## src/rtl/fetch_unit.sv

```systemverilog
// rtl/fetch_unit.sv - instruction fetch stage with delay-slot redirect, halt and fault handling
module fetch_unit #(
    parameter logic [31:0] RESET_VECTOR = 32'hBFC00000,
    parameter int unsigned ROM_BYTES    = 3000
) (
    input  logic        clk,
    input  logic        rst_n,
    output logic [31:0] instr_addr,
    input  logic [31:0] instr_rdata,
    output logic        id_valid,
    output logic [31:0] id_instr,
    output logic [31:0] id_pc,
    input  logic        id_ready,
    input  logic        redirect_valid,
    input  logic [31:0] redirect_target,
    output logic        active,
    output logic        fetch_fault
);

    typedef enum logic [1:0] {IDLE, RUN, HALT, FAULT} state_t;

    // Highest word address that still lies inside the ROM window.
    localparam logic [31:0] ROM_LAST = RESET_VECTOR + 32'(ROM_BYTES) - 32'd4;

    state_t      state;
    state_t      state_next;
    logic [31:0] pc;
    logic        pc_bad;
    logic        can_take;
    logic        redirect_take;
    logic        halt_take;
    logic        fault_take;
    logic        capture;

    assign instr_addr = pc;
    assign pc_bad     = (pc[1:0] != 2'b00) || (pc < RESET_VECTOR) || (pc > ROM_LAST);

    // State register.
    always_ff @(posedge clk or negedge rst_n) begin
        if (!rst_n) begin
            state <= IDLE;
        end else begin
            state <= state_next;
        end
    end

    // Capture/redirect/halt/fault decisions and next state; a redirect to 0
    // wins over the range check so the delay slot is always delivered.
    always_comb begin
        state_next    = state;
        can_take      = (state == RUN) && (!id_valid || id_ready);
        redirect_take = (state == RUN) && id_valid && id_ready && redirect_valid;
        halt_take     = redirect_take && (redirect_target == 32'd0);
        fault_take    = can_take && pc_bad && !halt_take;
        capture       = can_take && !fault_take;
        case (state)
            IDLE:    state_next = RUN;
            RUN: begin
                if (halt_take) begin
                    state_next = HALT;
                end else if (fault_take) begin
                    state_next = FAULT;
                end
            end
            default: state_next = state;
        endcase
    end

    // PC, decode output registers and status flags.
    always_ff @(posedge clk or negedge rst_n) begin
        if (!rst_n) begin
            pc          <= RESET_VECTOR;
            id_valid    <= 1'b0;
            id_instr    <= 32'd0;
            id_pc       <= 32'd0;
            active      <= 1'b0;
            fetch_fault <= 1'b0;
        end else begin
            active <= (state_next == RUN);
            if (fault_take) begin
                fetch_fault <= 1'b1;
            end
            if (capture) begin
                id_instr <= instr_rdata;
                id_pc    <= pc;
                id_valid <= 1'b1;
                pc       <= redirect_take ? redirect_target : pc + 32'd4;
            end else if (id_ready) begin
                id_valid <= 1'b0;
            end
        end
    end

endmodule

```

## config.mk

```make
export PLATFORM = sky130hd
export DESIGN_NAME = fetch_unit
export DESIGN_NICKNAME = d
export VERILOG_FILES = /design/src/rtl/fetch_unit.sv
export SDC_FILE = /design/constraint.sdc
export NUM_CORES = 1
export LEC_CHECK = 0
export ABC_AREA = 1
export CAP_MARGIN = 5
export CORE_MARGIN = 1
export CORE_UTILIZATION = 49
export DETAILED_ROUTE_END_ITERATION = 6
export HOLD_SLACK_MARGIN = 0.06
export PLACE_DENSITY_LB_ADDON = 0.12
export RECOVER_POWER = 50
export SETUP_SLACK_MARGIN = 0.1
export SYNTH_ARGS = -nofsm -noshare
export SYNTH_HDL_FRONTEND = slang
export SYNTH_SLANG_ARGS = --single-unit
```

## constraint.sdc

```tcl
create_clock -name clk -period 3.5 [get_ports clk]
set_input_delay 0.7 -clock clk [delete_from_list [all_inputs] [get_ports clk]]
set_output_delay 0.7 -clock clk [all_outputs]
set_load 0.01 [all_outputs]
```

After elaboration in Yosys (flattened, before gate mapping)
Index checks and enable logic that the tools add are counted.
{"block": "totals", "word_cells": 36, "reg_bits": 101, "input_bits": 68}
{"block": "op_classes", "n_reduce_logical": 18, "magnitude_cmp": 2, "eq_ne": 2, "muxes": 6, "n_addsub": 1}
{"operator": "32-bit by 3-bit adder with 32-bit output, second input constant", "n": 1}
{"operator": "32-bit greater-than comparator, second input constant", "n": 1}
{"operator": "32-bit logical NOT", "n": 1}
{"operator": "32-bit less-than comparator, second input constant", "n": 1}
{"operator": "32-bit 2-to-1 mux", "n": 1}
{"operator": "1-bit logical AND", "n": 8}
{"operator": "2-bit by 1-bit == test with 1-bit output, second input constant", "n": 2}
{"operator": "2-bit 2-to-1 mux", "n": 2}
{"operator": "2-bit one-hot mux with 2 select lines", "n": 1}
{"operator": "2-bit nonzero test", "n": 2}
{"operator": "1-bit logical NOT", "n": 3}
{"operator": "1-bit logical OR", "n": 3}
{"operator": "2-bit logical NOT", "n": 1}
{"operator": "1-bit 2-to-1 mux", "n": 2}

Logic depth before layout (Yosys ltp)
{"block": "depth", "word_depth": 11, "mapped_depth": 15}

Worst setup path after synthesis
OpenSTA, ideal clock, no wires.
{"block": "synth_timing", "kind": "input-to-reg", "start": "input redirect_target[31]", "end": "register pc[10], in the netlist instr_addr[10]", "path_buffers": 2, "stages": 12, "setup_slack_ps": 1617, "arrival_ps": 1760, "required_ps": 3377, "setup_ps": 123, "cell_sequence": "nor2_1 nand2_1 nor2_1 nand2_1 nor2_1 nand2_1 nand3_2 nand2_2 buf_6 buf_4 nand2_1 o21ai_1"}
{"block": "synth_between", "elab_chain_len": 6}
{"item": "start, declared", "line_no": "15", "text": "input logic [31:0] redirect_target,"}
{"item": "32-bit logical NOT", "line_no": "53", "text": "halt_take = redirect_take && (redirect_target == 32'd0);"}
{"item": "1-bit logical AND", "line_no": "53"}
{"item": "1-bit logical NOT", "line_no": "54", "text": "fault_take = can_take && pc_bad && !halt_take;"}
{"item": "1-bit logical AND", "line_no": "54"}
{"item": "1-bit logical NOT", "line_no": "55", "text": "capture = can_take && !fault_take;"}
{"item": "1-bit logical AND", "line_no": "55"}
{"item": "end signal, assigned", "line_no": "87", "text": "pc <= redirect_take ? redirect_target : pc + 32'd4;"}
{"item": "end, declared", "line_no": "27", "text": "logic [31:0] pc;"}
Every way passes these cells.
A chain may end at the register's enable or synchronous reset.

Worst setup path in the final report
{"block": "layout_timing", "start": "register pc[2], in the netlist instr_addr[2]", "end": "register id_pc[30]"}
{"block": "layout_between", "elab_chain_len": 7, "elab_cells_between_ends": 8}
{"item": "32-bit less-than comparator", "line_no": "36", "text": "assign pc_bad = (pc[1:0] != 2'b00) || (pc < RESET_VECTOR) || (pc > ROM_LAST);"}
{"item": "1-bit logical OR", "line_no": "36"}
{"item": "1-bit logical OR *", "line_no": "36"}
{"item": "1-bit logical AND * (2 in series)", "line_no": "54"}
{"item": "1-bit logical NOT *", "line_no": "55"}
{"item": "1-bit logical AND *", "line_no": "55"}
{"item": "end signal, assigned", "line_no": "85", "text": "id_pc <= pc;"}
{"item": "end, declared", "line_no": "12", "text": "output logic [31:0] id_pc,"}
Mark *: on every way between the ends. The rest lies on a longest branch, timed or not.

==> metrics.txt <==
Util after Layout 71.7%; multi-input logic area roughly 0.0020 mm2; initial antenna violation count 0; synth-to-layout area growth 39.5%; WP data arrival 2.87 ns; Slew @ Worst Pin approximately 2 ns; row count 35; status finished with violations; final count of hold timing violations 0; 1st-pass router iterations 5; layout cell share with drive strength beyond 1 4.92%; CTS tree yes; IO buf count 166; Hold Crit Endpoint id_instr[4]$_DFFE_PN0P_; count of final setup violators 0; worst reg2reg setup slack 0.86 ns; number of global-route vias before repair 4415; max_cap viols 1; Synth Area per Inst 7.68 um2; die footprint between 0.01 and 0.015 mm2; synthesis warning total 0; Clock Pin Slew Worst Setup and Hold Paths ~0.1 ns; post-synth net total between 700 and 800; TritonCTS buffer count 9; Period Utilization, post-route 75.3%; mapped cell area 0.00484 mm2; clk root buf clkbuf_8; worst clock skew roughly 0.013 ns; Final nets between 800 and 900; Hold Buf Count CTS 0; DR WL/cell between 10 and 15 um; Worst Path Max Fanout 70; core box area 0.00942 mm2; most used cell, CP nand2_1; # diodes 0; DRC viols 0; fmax ~380 MHz; reg2reg end id_pc[30]$_DFFE_PN0P_; fill cell count 755; GPL Wtd Cong 0.857; Slew Limit Fails 82; RSZ-0062 raised after global routing false; CP Class flip-flop to flip-flop; final WL 12900 um; Post-CTS Resized 0; largest net degree at the start of global routing 82; Yosys cell types 29; violated checks capacitance limit, slew limit; Worst Reg-to-Reg Cells 13; die width between 100 and 150 um; power density cells between 300 and 400 mW/mm2; DP HPWL 9300 um; Setup Buffers After CTS 0; first-pass GRT wire length 20900 um; Leak 3.24 nW; slew margin rel. -33.2%; Crit path required time ~3.7 ns; Crit-path slowest cell dfrtp_1; Worst Path Buf+Inv 3; ANT nets after route 0; crit-path cells inv_1 > ha_1 > inv_1 > nand4_1 > nand2_1 > nand2_1 > nand2_1 > nand2_1 > nand2_1 > nand3_1 > nand2_4 > buf_12 > o21ai_0; peak supply drop 0.231 mV; RR Startpoint instr_addr[2]$_DFFE_PN0P_; total gr overflow 0; initial core utilization just over 50%; Post-Syn Instances 630; Crit path max-delay family simple AND/OR/NAND/NOR gates; CTS Buffer Depth 2; DR iter-0 viols 207; worst hold path class flip-flop to flip-flop; I/O pin count 167; H-tree depth 3; Final TNS setup 0 ns; post-synthesis register bit count between 100 and 150; Worst-Skew Late Latency 0.36 ns; Total GRT Usage 26.0%; Seq/Total Area, Yosys between 50% and 60%; launching element type of the critical path flip-flop; die height 101 um; vias 4684; CTS sink cnt 101; Via density 5.08; critical path endpoint category flip-flop; peak per-stage delay on the critical path 0.57 ns; Hold Startpoint id_instr[4]$_DFFE_PN0P_; min cycle time layout 2.64 ns; Hold Path Depth 2; FF/Latch Area 0.00254 mm2
## how the worst max path moves through the flow
| stage | startpoint | endpoint | slack (ns) | cells past startpoint |
|---|---|---|---|---|
| floorplan | redirect_target[31] | instr_addr[10]$_DFFE_PN0P_ | 1.62 | 12 |
| CTS | instr_addr[2]$_DFFE_PN0P_ | instr_addr[17]$_DFFE_PN0P_ | 0.93 | 14 |
| global placement | id_ready | instr_addr[30]$_DFFE_PN0P_ | 0.70 | 7 |
| global route | rst_n | id_pc[30]$_DFFE_PN0P_ | 0.45 | 2 |
| detailed placement | redirect_target[14] | instr_addr[17]$_DFFE_PN0P_ | 0.68 | 12 |
| finish | instr_addr[2]$_DFFE_PN0P_ | id_pc[30]$_DFFE_PN0P_ | 0.86 | 13 |
## power by group
group	internal (mW)	switching (mW)
combinational	0.169	0.137
clock	0.339	0.408
sequential	1.22	0.0391
total	1.72	0.584
## per-stage QoR
stage	hold slack (ns)	instances	cell area, um2	power, mW	setup WS, ns
after detailed placement	0.456	906	6570	1.60	0.680
after global placement	0.453	906	6570	1.59	0.704
final	0.472	922	6750	2.31	0.863
after floorplan	0.404	630	4840	1.37	1.62
after global routing	0.494	922	6750	2.41	0.447
after CTS	0.481	922	6770	2.34	0.929
## flip-flops by register name, summed over array words and instances, names as in the netlist
| register | cells |
|---|---|
| active | 1 |
| fetch_fault | 1 |
| id_instr | 32 |
| id_pc | 32 |
| id_valid | 1 |
| instr_addr | 32 |
| state | 2 |
## per-layer routing
metal,part of all wire (%),track usage (%)
met3,6.4,4.62
met5,0,0
met2,48,43.9
met1,44,34.1
met4,1.6,8.36
## final cells by class
| type | instances | area share, % |
|---|---|---|
| Tap cell | 129 | 2.39 |
| Multi-Input combinational cell | 465 | 29.6 |
| Timing Repair Buffer | 172 | 25.3 |
| Inverter | 39 | 2.17 |
| Sequential cell | 101 | 37.6 |
| Clock buffer | 10 | 1.89 |
| Clock inverter | 6 | 1.06 |
## placed cells by master, fill, tap and decap left out, types with 2 or more instances in the layout
master | Yosys | routed
a21oi_1 | 3 | 3
a31oi_1 | 5 | 5
buf_4 | 12 | 3
clkbuf_1 | 5 | 3
clkbuf_8 | 0 | 9
clkdlybuf4s50_1 | 0 | 117
dfrtp_1 | 92 | 92
dfstp_2 | 9 | 9
dlygate4sd3_1 | 0 | 48
ha_1 | 3 | 3
inv_1 | 36 | 36
inv_2 | 3 | 3
mux2i_1 | 2 | 2
nand2_1 | 278 | 278
nand3_1 | 30 | 31
nand4_1 | 5 | 5
nor2_1 | 62 | 62
nor3_1 | 6 | 6
o21ai_0 | 38 | 38
o21ai_1 | 19 | 19
or2_2 | 3 | 3
xor2_1 | 4 | 4
## logic make-up (layout without fill, tap and decap cells)
group / count (synthesis) / in the layout / share of synthesized area, %
DFF: 101 / 101 / 52.5
muxes: 2 / 2 / 0.414
and+or+nand+nor: 388 / 388 / 31.8
xor gates and xnor gates: 5 / 5 / 0.905
adders and majority gates: 3 / 3 / 0.776
AOI/OAI and AO/OA: 67 / 67 / 7.29
buffers and inverters: 64 / 227 / 6.36
## worst min-delay path, cell delays in order (launching register included)
cell and delay (ns):
dfrtp_1 0.35, nand2_1 0.05, nand2_1 0.05
## synth_stat cells
cell	number	area, um2
xor2_1	4	35.0
inv_2	3	11.3
nand2_1	278	1040
nand3_2	1	10.0
buf_4	12	90.1
a21oi_1	3	15.0
o21ai_1	19	95.1
o32a_1	1	10.0
nand4_1	5	31.3
or2_2	3	18.8
nor2_2	1	6.26
xnor2_1	1	8.76
ha_1	3	37.5
nor3_1	6	30.0
clkbuf_2	1	5.00
dfstp_2	9	236
nand2_2	1	6.26
inv_1	36	135
o21ai_0	38	190
buf_2	5	25.0
nor2_1	62	233
a21boi_2	1	11.3
buf_6	2	22.5
mux2i_1	2	20.0
clkbuf_1	5	18.8
a31oi_1	5	31.3
dfrtp_1	92	2300
nand3_1	30	150
nor3_2	1	10.0
Note: power is estimated with default switching activity, not from simulation.
